$ cat config.mk
export PLATFORM = sky130hd
export DESIGN_NAME = ex_mem_wb_stage
export DESIGN_NICKNAME = d
export VERILOG_FILES = /design/src/rtl/cpu_types_pkg.sv /design/src/rtl/ex_mem_wb_stage.sv
export SDC_FILE = /design/constraint.sdc
export NUM_CORES = 1
export LEC_CHECK = 0
export ABC_AREA = 1
export CORE_UTILIZATION = 50
export CTS_CLUSTER_DIAMETER = 40
export DETAILED_ROUTE_END_ITERATION = 8
export PLACE_DENSITY = 0.95
export RECOVER_POWER = 25
export SYNTH_ARGS = -nofsm -noshare
export SYNTH_HDL_FRONTEND = slang
export SYNTH_SLANG_ARGS = --single-unit
export TNS_END_PERCENT = 10
$ cat constraint.sdc
create_clock -name CLK -period 3.8 [get_ports CLK]
set_clock_uncertainty 0.1 [all_clocks]
set_input_delay 0.76 -clock CLK [delete_from_list [all_inputs] [get_ports CLK]]
set_output_delay 0.76 -clock CLK [all_outputs]
set_load 0.01 [all_outputs]
$ cat src/rtl/cpu_types_pkg.sv
// Shared CPU datapath types plus the EX/MEM/WB stage state and pipeline
// register records.
package cpu_types_pkg;

    localparam int unsigned WORD_W = 32;
    localparam int unsigned REG_W  = 5;

    typedef logic [WORD_W-1:0] word_t;
    typedef logic [REG_W-1:0]  regbits_t;

    // Memory-side stage state: running, waiting on data memory, halted.
    typedef enum logic [1:0] {
        ST_RUN    = 2'd0,
        ST_WAIT   = 2'd1,
        ST_HALTED = 2'd2
    } stage_state_t;

    // EX/MEM pipeline register contents.
    typedef struct packed {
        logic     valid;
        logic     regwr;
        logic     memrd;
        logic     memwr;
        logic     halt;
        regbits_t rd;
        regbits_t rt;
        word_t    aluout;
        word_t    store;
    } mem_reg_t;

    // MEM/WB pipeline register contents.
    typedef struct packed {
        logic     valid;
        logic     regwr;
        logic     halt;
        regbits_t rd;
        word_t    data;
    } wb_reg_t;

    // True when the instruction held in M needs the data memory.
    function automatic logic is_mem_op(input mem_reg_t m);
        return m.valid && (m.memrd || m.memwr);
    endfunction

endpackage

$ cat src/rtl/ex_mem_wb_stage.sv
// EX/MEM and MEM/WB pipeline registers with the data-memory handshake.
// A memory op in M is requested every cycle until dhit; while waiting the
// upstream is stalled and W receives bubbles. A retired halt freezes the
// stage until reset.
module ex_mem_wb_stage
    import cpu_types_pkg::*;
(
    input  logic     CLK,
    input  logic     RST,
    input  logic     ex_valid,
    input  logic     ex_regwr,
    input  logic     ex_memrd,
    input  logic     ex_memwr,
    input  logic     ex_halt,
    input  regbits_t ex_rd,
    input  regbits_t ex_rt,
    input  word_t    ex_aluout,
    input  word_t    ex_store,
    input  logic     flush,
    input  logic     dhit,
    input  word_t    dload,
    output logic     dREN,
    output logic     dWEN,
    output word_t    daddr,
    output word_t    dstore,
    output logic     stall_up,
    output regbits_t rd_mem,
    output regbits_t mem_rt,
    output logic     wr_mem,
    output logic     wm_mem,
    output word_t    mem_fwd_data,
    output regbits_t rd_wb,
    output logic     wr_wb,
    output word_t    wb_data,
    output logic     halt
);

    stage_state_t state_q;
    mem_reg_t     m_q, m_d;
    wb_reg_t      w_q, w_d;
    logic         advance;

    // Data-memory request and stall, derived from M, state and dhit only.
    always_comb begin
        dREN     = m_q.valid && m_q.memrd && (state_q != ST_HALTED);
        dWEN     = m_q.valid && m_q.memwr && (state_q != ST_HALTED);
        daddr    = m_q.aluout;
        dstore   = m_q.store;
        stall_up = (dREN || dWEN) && !dhit;
        advance  = !stall_up && (state_q != ST_HALTED);
    end

    // Forwarding, write-back and status outputs.
    always_comb begin
        rd_mem       = m_q.rd;
        mem_rt       = m_q.rt;
        wr_mem       = m_q.valid && m_q.regwr;
        wm_mem       = m_q.valid && m_q.memwr;
        mem_fwd_data = m_q.aluout;
        rd_wb        = w_q.rd;
        wr_wb        = w_q.valid && w_q.regwr && (w_q.rd != '0);
        wb_data      = w_q.data;
        halt         = (state_q == ST_HALTED);
    end

    // Next EX/MEM contents: capture EX on advance (flush squashes), else hold.
    always_comb begin
        m_d = m_q;
        if (advance) begin
            m_d.valid  = ex_valid && !flush;
            m_d.regwr  = ex_regwr;
            m_d.memrd  = ex_memrd;
            m_d.memwr  = ex_memwr;
            m_d.halt   = ex_halt;
            m_d.rd     = ex_rd;
            m_d.rt     = ex_rt;
            m_d.aluout = ex_aluout;
            m_d.store  = ex_store;
        end
    end

    // Next MEM/WB contents: retire M on advance, otherwise insert a bubble.
    always_comb begin
        w_d = w_q;
        if (advance) begin
            w_d.valid = m_q.valid;
            w_d.regwr = m_q.regwr;
            w_d.halt  = m_q.halt;
            w_d.rd    = m_q.rd;
            w_d.data  = m_q.memrd ? dload : m_q.aluout;
        end else begin
            w_d.valid = 1'b0;
        end
    end

    // Pipeline registers, cleared by reset.
    always_ff @(posedge CLK) begin
        if (RST) begin
            m_q <= '0;
            w_q <= '0;
        end else begin
            m_q <= m_d;
            w_q <= w_d;
        end
    end

    // Stage FSM: retired halt wins over the memory wait handshake.
    always_ff @(posedge CLK) begin
        if (RST) begin
            state_q <= ST_RUN;
        end else if (w_q.valid && w_q.halt) begin
            state_q <= ST_HALTED;
        end else begin
            case (state_q)
                ST_RUN:    if (is_mem_op(m_q) && !dhit) state_q <= ST_WAIT;
                ST_WAIT:   if (dhit) state_q <= ST_RUN;
                ST_HALTED: state_q <= ST_HALTED;
                default:   state_q <= ST_RUN;
            endcase
        end
    end

endmodule
Word-level counts from Yosys, hierarchy flattened
Index checks and enable logic that the tools add are counted.

Multipliers: 0. Multiplexer cells: 5. Div/mod/pow operators: 0. Bitwise gates (word level): 1. Magnitude comparators: 0. Reductions and logical operators: 24. Eq/ne operators: 7. Shifts and indexed selects: 0. $add $sub $neg: 0.

Operators by type and width (count): $mux 32 (1); $logic_and 1x1->1 (13); $mux 2 (3); $ne 2x2->1 const B (3); $ne 3x3->1 const B (2); $pmux 2 s3 (1); $reduce_bool 5->1 (1); $reduce_and 2->1 (2); $reduce_or 2->1 (2); $logic_not 1->1 (3); $eq 2x1->1 const B (1); $eq 2x2->1 const B (1); $logic_not 2->1 (1); $logic_or 1x1->1 (2); $not 1->1 (1).

Bits in latches: 0. Memory bits (read-only): 0. Memory bits (writable): 0. Memories kept: 0. Output and inout bits: 150. Flip-flop bits (word level): 121. Logic and storage cells: 53. Bits of input ports: 115.

Longest topological paths before layout
Gate-level depths: netlist of the first run.

Depth in word-level cells: 8. Depth in mapped cells: 8. Mapped depth without buffers: 6.

Worst setup path before layout of the first run
No wires, ideal clock.

Path type: in2out. From: in dhit. To: out stall_up. Required time: 2.940 ns. Buffers on the path: 2. Arrival: 1.361 ns. Stages: 5. Slack: 1.579 ns. Cell sequence: inv_1 -> nand2_4 -> buf_6 -> buf_6 -> nor2_1.

Cells in the longest elaborated chain, start to end: 2.

Ends and longest elaborated chain: start, declared (RTL line ex_mem_wb_stage.sv:20) `input logic dhit,`; $logic_not 1->1 (RTL line ex_mem_wb_stage.sv:49) `stall_up = (dREN || dWEN) && !dhit;`; $logic_and 1x1->1 (RTL line ex_mem_wb_stage.sv:49); end, declared (RTL line ex_mem_wb_stage.sv:26) `output logic stall_up,`.

Every way passes these cells.

Final worst setup path of the first run
From: in dhit. To: reg m_q, in the netlist daddr[7].

Cells in the longest elaborated chain, start to end: 4.

Ends and longest elaborated chain: $logic_not 1->1 (RTL line ex_mem_wb_stage.sv:49); $logic_and 1x1->1 (RTL line ex_mem_wb_stage.sv:49); $logic_not 1->1 (RTL line ex_mem_wb_stage.sv:50) `advance = !stall_up && (state_q != ST_HALTED);`; $logic_and 1x1->1 (RTL line ex_mem_wb_stage.sv:50); end signal, assigned (RTL line ex_mem_wb_stage.sv:102) `m_q <= m_d;`; end, declared (RTL line ex_mem_wb_stage.sv:39) `mem_reg_t m_q, m_d;`.

Every way passes these cells. A chain may end at the register's enable or synchronous reset.

==> results by group, run 1 <==
Die
  • Starting Density: 0.521
  • # rows: between 40 and 50
  • Io pins: 265
  • Chip height: between 100 and 150 microns
  • Core area: between 15000 and 20000 sq um
  • Overall die width: 129 microns
  • Die area: about 17000 sq um

STA
  • Final hold vios: 0
  • Slew Viols, Final: about 140
  • Final setup TNS: 0 ns
  • Final setup vio count: 0
  • Fin crit share: 0.831
  • RSZ-0062 raised after global routing: no
  • Least-Margin Pin Slew: around 1.8 ns
  • Hold Slack: 0.374 ns
  • Max-slew headroom: -0.206
  • Fmax: around 320 MHz
  • Final worst path period need: about 3.2 ns

Detailed routing
  • Wire length per cell: roughly 14 microns
  • Final wirelength: 18.7 mm
  • Drt drc: 0
  • DR vias/cell: about 4.7
  • DR iter-0 viols: roughly 330
  • Antenna-violating nets left: 0
  • Pre-Repair DR Iteration Count: 4
  • Via count: 6496

Power
  • Peak VDD IR: 300 uV
  • Total design power: between 3 and 4 mW
  • Leakage: 5.21 nW
  • P per Cell Area: about 380 nW/um^2

Cells and area
  • Area occupied by multi-input gates: between 3000 and 4000 sq um
  • NumNets Final: 1271
  • Synthesis-to-finish area growth: 19.9%
  • Most common cell after layout, fill and taps aside: clkdlybuf4s50_1
  • Layout cells sized above 1: 0.133
  • Storage cell area: 2420 sq um
  • Commonest cells after routing, fill and taps aside: clkdlybuf4s50_1 (219), nor2_1 (188), nand2_1 (156), inv_1 (154), dfxtp_1 (120)
  • Ant. Diodes: 0
  • Filler cells: roughly 1300

Clock tree
  • CTS Buffer Depth: 2
  • Post-CTS Resized: 0
  • CTS tree: built
  • Htree depth: 4
  • Root buffer cell: clkbuf_16
  • Hold_buf cts: 0
  • Clock Sinks: approximately 120
  • CTS Buf Count: 17
  • Clk_lat worst skew: between 0.4 and 0.5 ns
  • Setup repair bufs after CTS: 0
  • Worst-path clk slew: roughly 0.060 ns

Placed design
  • Port-buffer cells: roughly 260
  • HPWL Detailed: between 10 and 15 mm
  • Gpl congestion: around 0.83

Logic synthesis
  • Syn Nets: approximately 1200
  • Cells after synthesis: about 1100
  • Yosys warning total: 0
  • Synth cell types: 21
  • FF+latch count, synth: between 100 and 150
  • Sequential share of the synthesized area: 0.301
  • Mapped cell area: 8040 sq um
  • Avg Inst Size Synth: 7.44 sq um

Run status
  • Status: complete, but fails checks
  • Failing checks: capacitance limit, slew limit

Setup path
  • Endpoint class of the critical path: flip-flop
  • Worst EP arrival: about 3.4 ns
  • Worst reg-to-reg setup slack: between 1 and 1.5 ns
  • Critical path startpoint: dhit
  • CP max FO: 143
  • Critical path launch point type: input port
  • Kind of critical path: input port to flip-flop
  • Worst path required time: 4.04 ns
  • Worst r2r path cells: 6
  • Worst r2r src: m_q[78]

Worst hold path
  • Hold Startpoint: wb_data[8]
  • Hold Path Depth: 2
  • Hold/Removal Path Class: flip-flop to flip-flop

Run
  • Max cap viols: 1

Global routing
  • Largest net degree at the start of global routing: ~140
  • Global-route wire length before repair: slightly below 30 mm
  • Vias in the first global route: approximately 6000
  • Gr usage total: 0.224
  • Initial antenna violation count: 0
  • GRT overflow: 0
## per-layer routing
layer / GRT usage / share of wire
met5: 0 / 0
met2: 0.384 / 0.50
met1: 0.259 / 0.41
met3: 0.0590 / 0.061
met4: 0.107 / 0.031
## state kept, by name (all words and copies together), names as in the netlist
signal and count:
w_q 3, mem_rt 5, daddr 32, wb_data 32
dstore 32, rd_wb 5, m_q 5, state_q 2
rd_mem 5
## path summary, 6_finish.rpt
kind                     end
setup / recovery    daddr[7]
hold / removal    wb_data[8]
setup reg to reg    daddr[7]
hold reg to reg   wb_data[8]
## layout make-up
class                      instances  area share
multi-input combinational        589       0.318
timing repair buffer             271       0.283
sequential                       121       0.251
inverter                         156      0.0618
clock buffer                      17      0.0441
tap                              211      0.0274
clock inverter                    15      0.0139
## cells in the mapped netlist
cell type | number | area, sq um
buf_12 | 11 | 220
a21oi_2 | 21 | 184
nand2_1 | 156 | 586
clkbuf_1 | 2 | 7.51
nand2_2 | 2 | 12.5
dfxtp_1 | 121 | 2420
nor3_1 | 1 | 5.00
buf_4 | 148 | 1110
nor2_4 | 1 | 11.3
nand3_2 | 100 | 1000
buf_6 | 19 | 214
buf_8 | 4 | 60.1
buf_2 | 14 | 70.1
nor2_1 | 188 | 706
inv_1 | 156 | 586
clkbuf_8 | 17 | 234
nand3_1 | 20 | 100
a21oi_1 | 97 | 485
nor3b_1 | 1 | 7.51
nand4_1 | 1 | 6.26
nand2_4 | 1 | 11.3
## critical path, stage by stage
cell,delay [ns]
dlygate4sd3_1,0.55
inv_1,0.11
nand2_8,0.14
clkbuf_4,1.34
a21oi_1,0.21
nor2_1,0.19
## stage by stage
stage	std cells	instance area (sq um)	utilization	setup WS, ns
final	1380	9640	0.625	0.642
after global routing	1380	9640	0.625	0.470
after CTS	1380	9710	0.630	0.784
after detailed placement	1348	9150	0.593	0.802
after global placement	1348	9150	0.593	0.786
after floorplan	1081	8040	-	1.58
## power breakdown
part           switching, mW  internal (mW)
clock                  0.665          0.858
sequential            0.0680           1.36
combinational          0.308          0.379
## kinds of logic (layout without fill, tap and decap cells)
group           count (synthesis)  in the layout  share of synthesized area
flops                         121            121                      0.301
buf+inv                       371            459                      0.311
compound gates                118            118                     0.0833
simple gates                  471            471                      0.304
No activity file was read; power rests on OpenSTA's default activity.
==> run 2, diff against run 1 <==
--- a/config.mk
+++ b/config.mk
@@ -6,10 +6,10 @@
 export NUM_CORES = 1
 export LEC_CHECK = 0
 export ABC_AREA = 1
-export CORE_UTILIZATION = 50
+export CORE_UTILIZATION = 47
 export CTS_CLUSTER_DIAMETER = 40
 export DETAILED_ROUTE_END_ITERATION = 8
-export PLACE_DENSITY = 0.95
+export PLACE_DENSITY = 0.91
 export RECOVER_POWER = 25
 export SYNTH_ARGS = -nofsm -noshare
 export SYNTH_HDL_FRONTEND = slang
==> constraint.sdc (replaced) <==
create_clock -name CLK -period 3.2 [get_ports CLK]
set_clock_uncertainty 0.1 [all_clocks]
set_input_delay 0.64 -clock CLK [delete_from_list [all_inputs] [get_ports CLK]]
set_output_delay 0.64 -clock CLK [all_outputs]
set_load 0.01 [all_outputs]
==> run 2 against run 1 <==
  * The flow now finishes without violations
  * Utilization down 4.5 points
  * Sequential power up 19%
  * Power up 22%
  * Cell area up 0.18%
  * Sequential share of layout area about the same
  * Via count down 1.1%
  * Combinational power up 19%
  * First-iteration DRC count up 0.30%
  * Register-to-register slack worse by 0.45 ns
  * Count of clock-buffer cells in the layout up 2
  * Largest cell class unchanged
==> results by group, run 2 (synthesized netlist as in run 1, its figures left out) <==
Run status
  • Status: finished, final reports clean

STA
  • Fin crit share: 0.868
  • RSZ-0062 raised after global routing: no
  • Final worst path period need: between 2 and 3 ns
  • Final setup TNS: 0 ns (unchanged)
  • Fmax: roughly 360 MHz
  • Final hold vios: 0 (unchanged)
  • Slew Viols, Final: 0 (-100%)
  • Least-Margin Pin Slew: 1.36 ns (-0.447 ns)
  • Final setup vio count: 0 (unchanged)
  • Max-slew headroom: 0.0921 (+0.298)

Placed design
  • Port-buffer cells: 264 (unchanged)
  • HPWL Detailed: 12.9 mm (+1.6%)
  • Placed Area: 9170 sq um (+0.21%)
  • Gpl congestion: 0.828 (-0.58%)

Clock tree
  • Worst-path clk slew: 0.06 ns (about the same)
  • Root buffer cell: clkbuf_16
  • Clock Sinks: 121 (unchanged)
  • Hold_buf cts: 0 (unchanged)
  • Setup repair bufs after CTS: 0 (unchanged)
  • Clk_lat worst skew: 0.41 ns (about the same)
  • CTS Buffer Depth: 2 (unchanged)
  • CTS Buf Count: 17 (unchanged)
  • Htree depth: 4 (unchanged)
  • Post-CTS Resized: 0 (unchanged)
  • CTS tree: built

Detailed routing
  • Final wirelength: 18.7 mm (+0.43%)
  • DR iter-0 viols: 335 (+0.30%)
  • Antenna-violating nets left: 0 (unchanged)
  • Drt drc: 0 (unchanged)
  • Wire length per cell: 13.5 microns (-0.22%)
  • DR vias/cell: 4.63 (-1.7%)
  • Via count: 6426 (-1.1%)
  • Pre-Repair DR Iteration Count: 4 (unchanged)

Worst hold path
  • Hold/Removal Path Class: flip-flop to flip-flop

Die
  • # rows: 47 (+4.4%)
  • Die area: 17600 sq um (+6.3%)
  • Io pins: 265 (unchanged)
  • Core area: 16600 sq um (+7.9%)
  • Starting Density: 0.483 (-0.0380)
  • Chip height: 133 microns (+3.1%)
  • Overall die width: 133 microns (+3.1%)

Power
  • P per Cell Area: 460 nW/um^2 (+22%)
  • Peak VDD IR: 334 uV (+11%)
  • Total design power: 4.44 mW (+22%)
  • Leakage: 5.11 nW (-1.8%)

Setup path
  • CP max FO: 3 (-98%)
  • Worst EP arrival: 2.04 ns (-1.36 ns)
  • Endpoint class of the critical path: output port
  • Worst path required time: 2.46 ns (-1.58 ns)
  • Kind of critical path: input port to output port
  • Critical path launch point type: input port

Cells and area
  • Most common cell after layout, fill and taps aside: clkdlybuf4s50_1
  • NumNets Final: 1272 (+0.079%)
  • Commonest cells after routing, fill and taps aside: clkdlybuf4s50_1 (252), nor2_1 (189), nand2_1 (156), inv_1 (154), dfxtp_1 (120)
  • Final instance area: 9660 sq um (+0.18%)
  • Fin util: 0.580 (-0.0446)
  • Layout cells sized above 1: 0.123 (-0.00941)
  • Ant. Diodes: 0 (unchanged)
  • Filler cells: 1518 (+14%)
  • Synthesis-to-finish area growth: 20.1%

Global routing
  • Initial antenna violation count: 0 (unchanged)
  • Vias in the first global route: 6066 (+0.88%)
  • Global-route wire length before repair: 30.1 mm (+2.5%)
  • Largest net degree at the start of global routing: 145 (+0.69%)
  • Gr usage total: 0.212 (-0.0116)
  • GRT overflow: 0 (unchanged)

Run
  • Max cap viols: 0 (-1)
run 2: changes by cell type in the layout (fill, tap and decap cells not counted), moves of 5 or more:
cell,change
dlygate4sd3_1,-33
clkdlybuf4s50_1,+33
inv_6,-5
nand3_1,+6
nand3_2,-6
run 2: area by class of cell:
cell class / instances / area [sq um] / share of cell area
timing repair buffer: 272 / 2750 / 0.284
clock buffer: 19 / 443 / 0.0459
tap: 220 / 275 / 0.0285
clock inverter: 12 / 151 / 0.0157
inverter: 156 / 596 / 0.0617
sequential: 121 / 2420 / 0.251
multi-input combinational: 589 / 3020 / 0.313
run 2: metrics by stage:
stage / instances / hold slack [ns] / setup WS (ns)
finish: 1389 / 0.373 / 0.422
global placement: 1358 / 0.359 / 0.532
detailed placement: 1358 / 0.369 / 0.521
global route: 1389 / 0.385 / 0.347
floorplan: 1081 / 0.351 / 1.22
CTS: 1389 / 0.382 / 0.545
run 2: critical path, cell delays in order:
cell and delay (ns):
dlygate4sd3_1 0.54, inv_1 0.16, nand2_8 0.07, nor2_1 0.09, clkdlybuf4s50_1 0.54
run 2: report_power, final:
group          internal (mW)  switching [mW]
clock                   1.24           0.692
combinational          0.457           0.361
sequential              1.62          0.0838
run 2: path summary, 6_finish.rpt:
| path | end | slack [ns] | start | cells past startpoint |
|---|---|---|---|---|
| hold reg to reg | wb_data[11] | 0.37 | wb_data[11] | 2 |
| setup reg to reg | wb_data[23] | 0.62 | state_q[1] | 7 |
| hold / removal | wb_data[11] | 0.37 | wb_data[11] | 2 |
| setup / recovery | stall_up | 0.42 | dhit | 5 |
run 2: metal layers:
metal | vias up | GRT usage | wire length [microns]
li1 | 3301 | - | -
met1 | 2918 | 0.259 | 8080
met2 | 168 | 0.346 | 9070
met3 | 39 | 0.0613 | 1050
met4 | 0 | 0.0939 | 542
met5 | - | 0 | 0
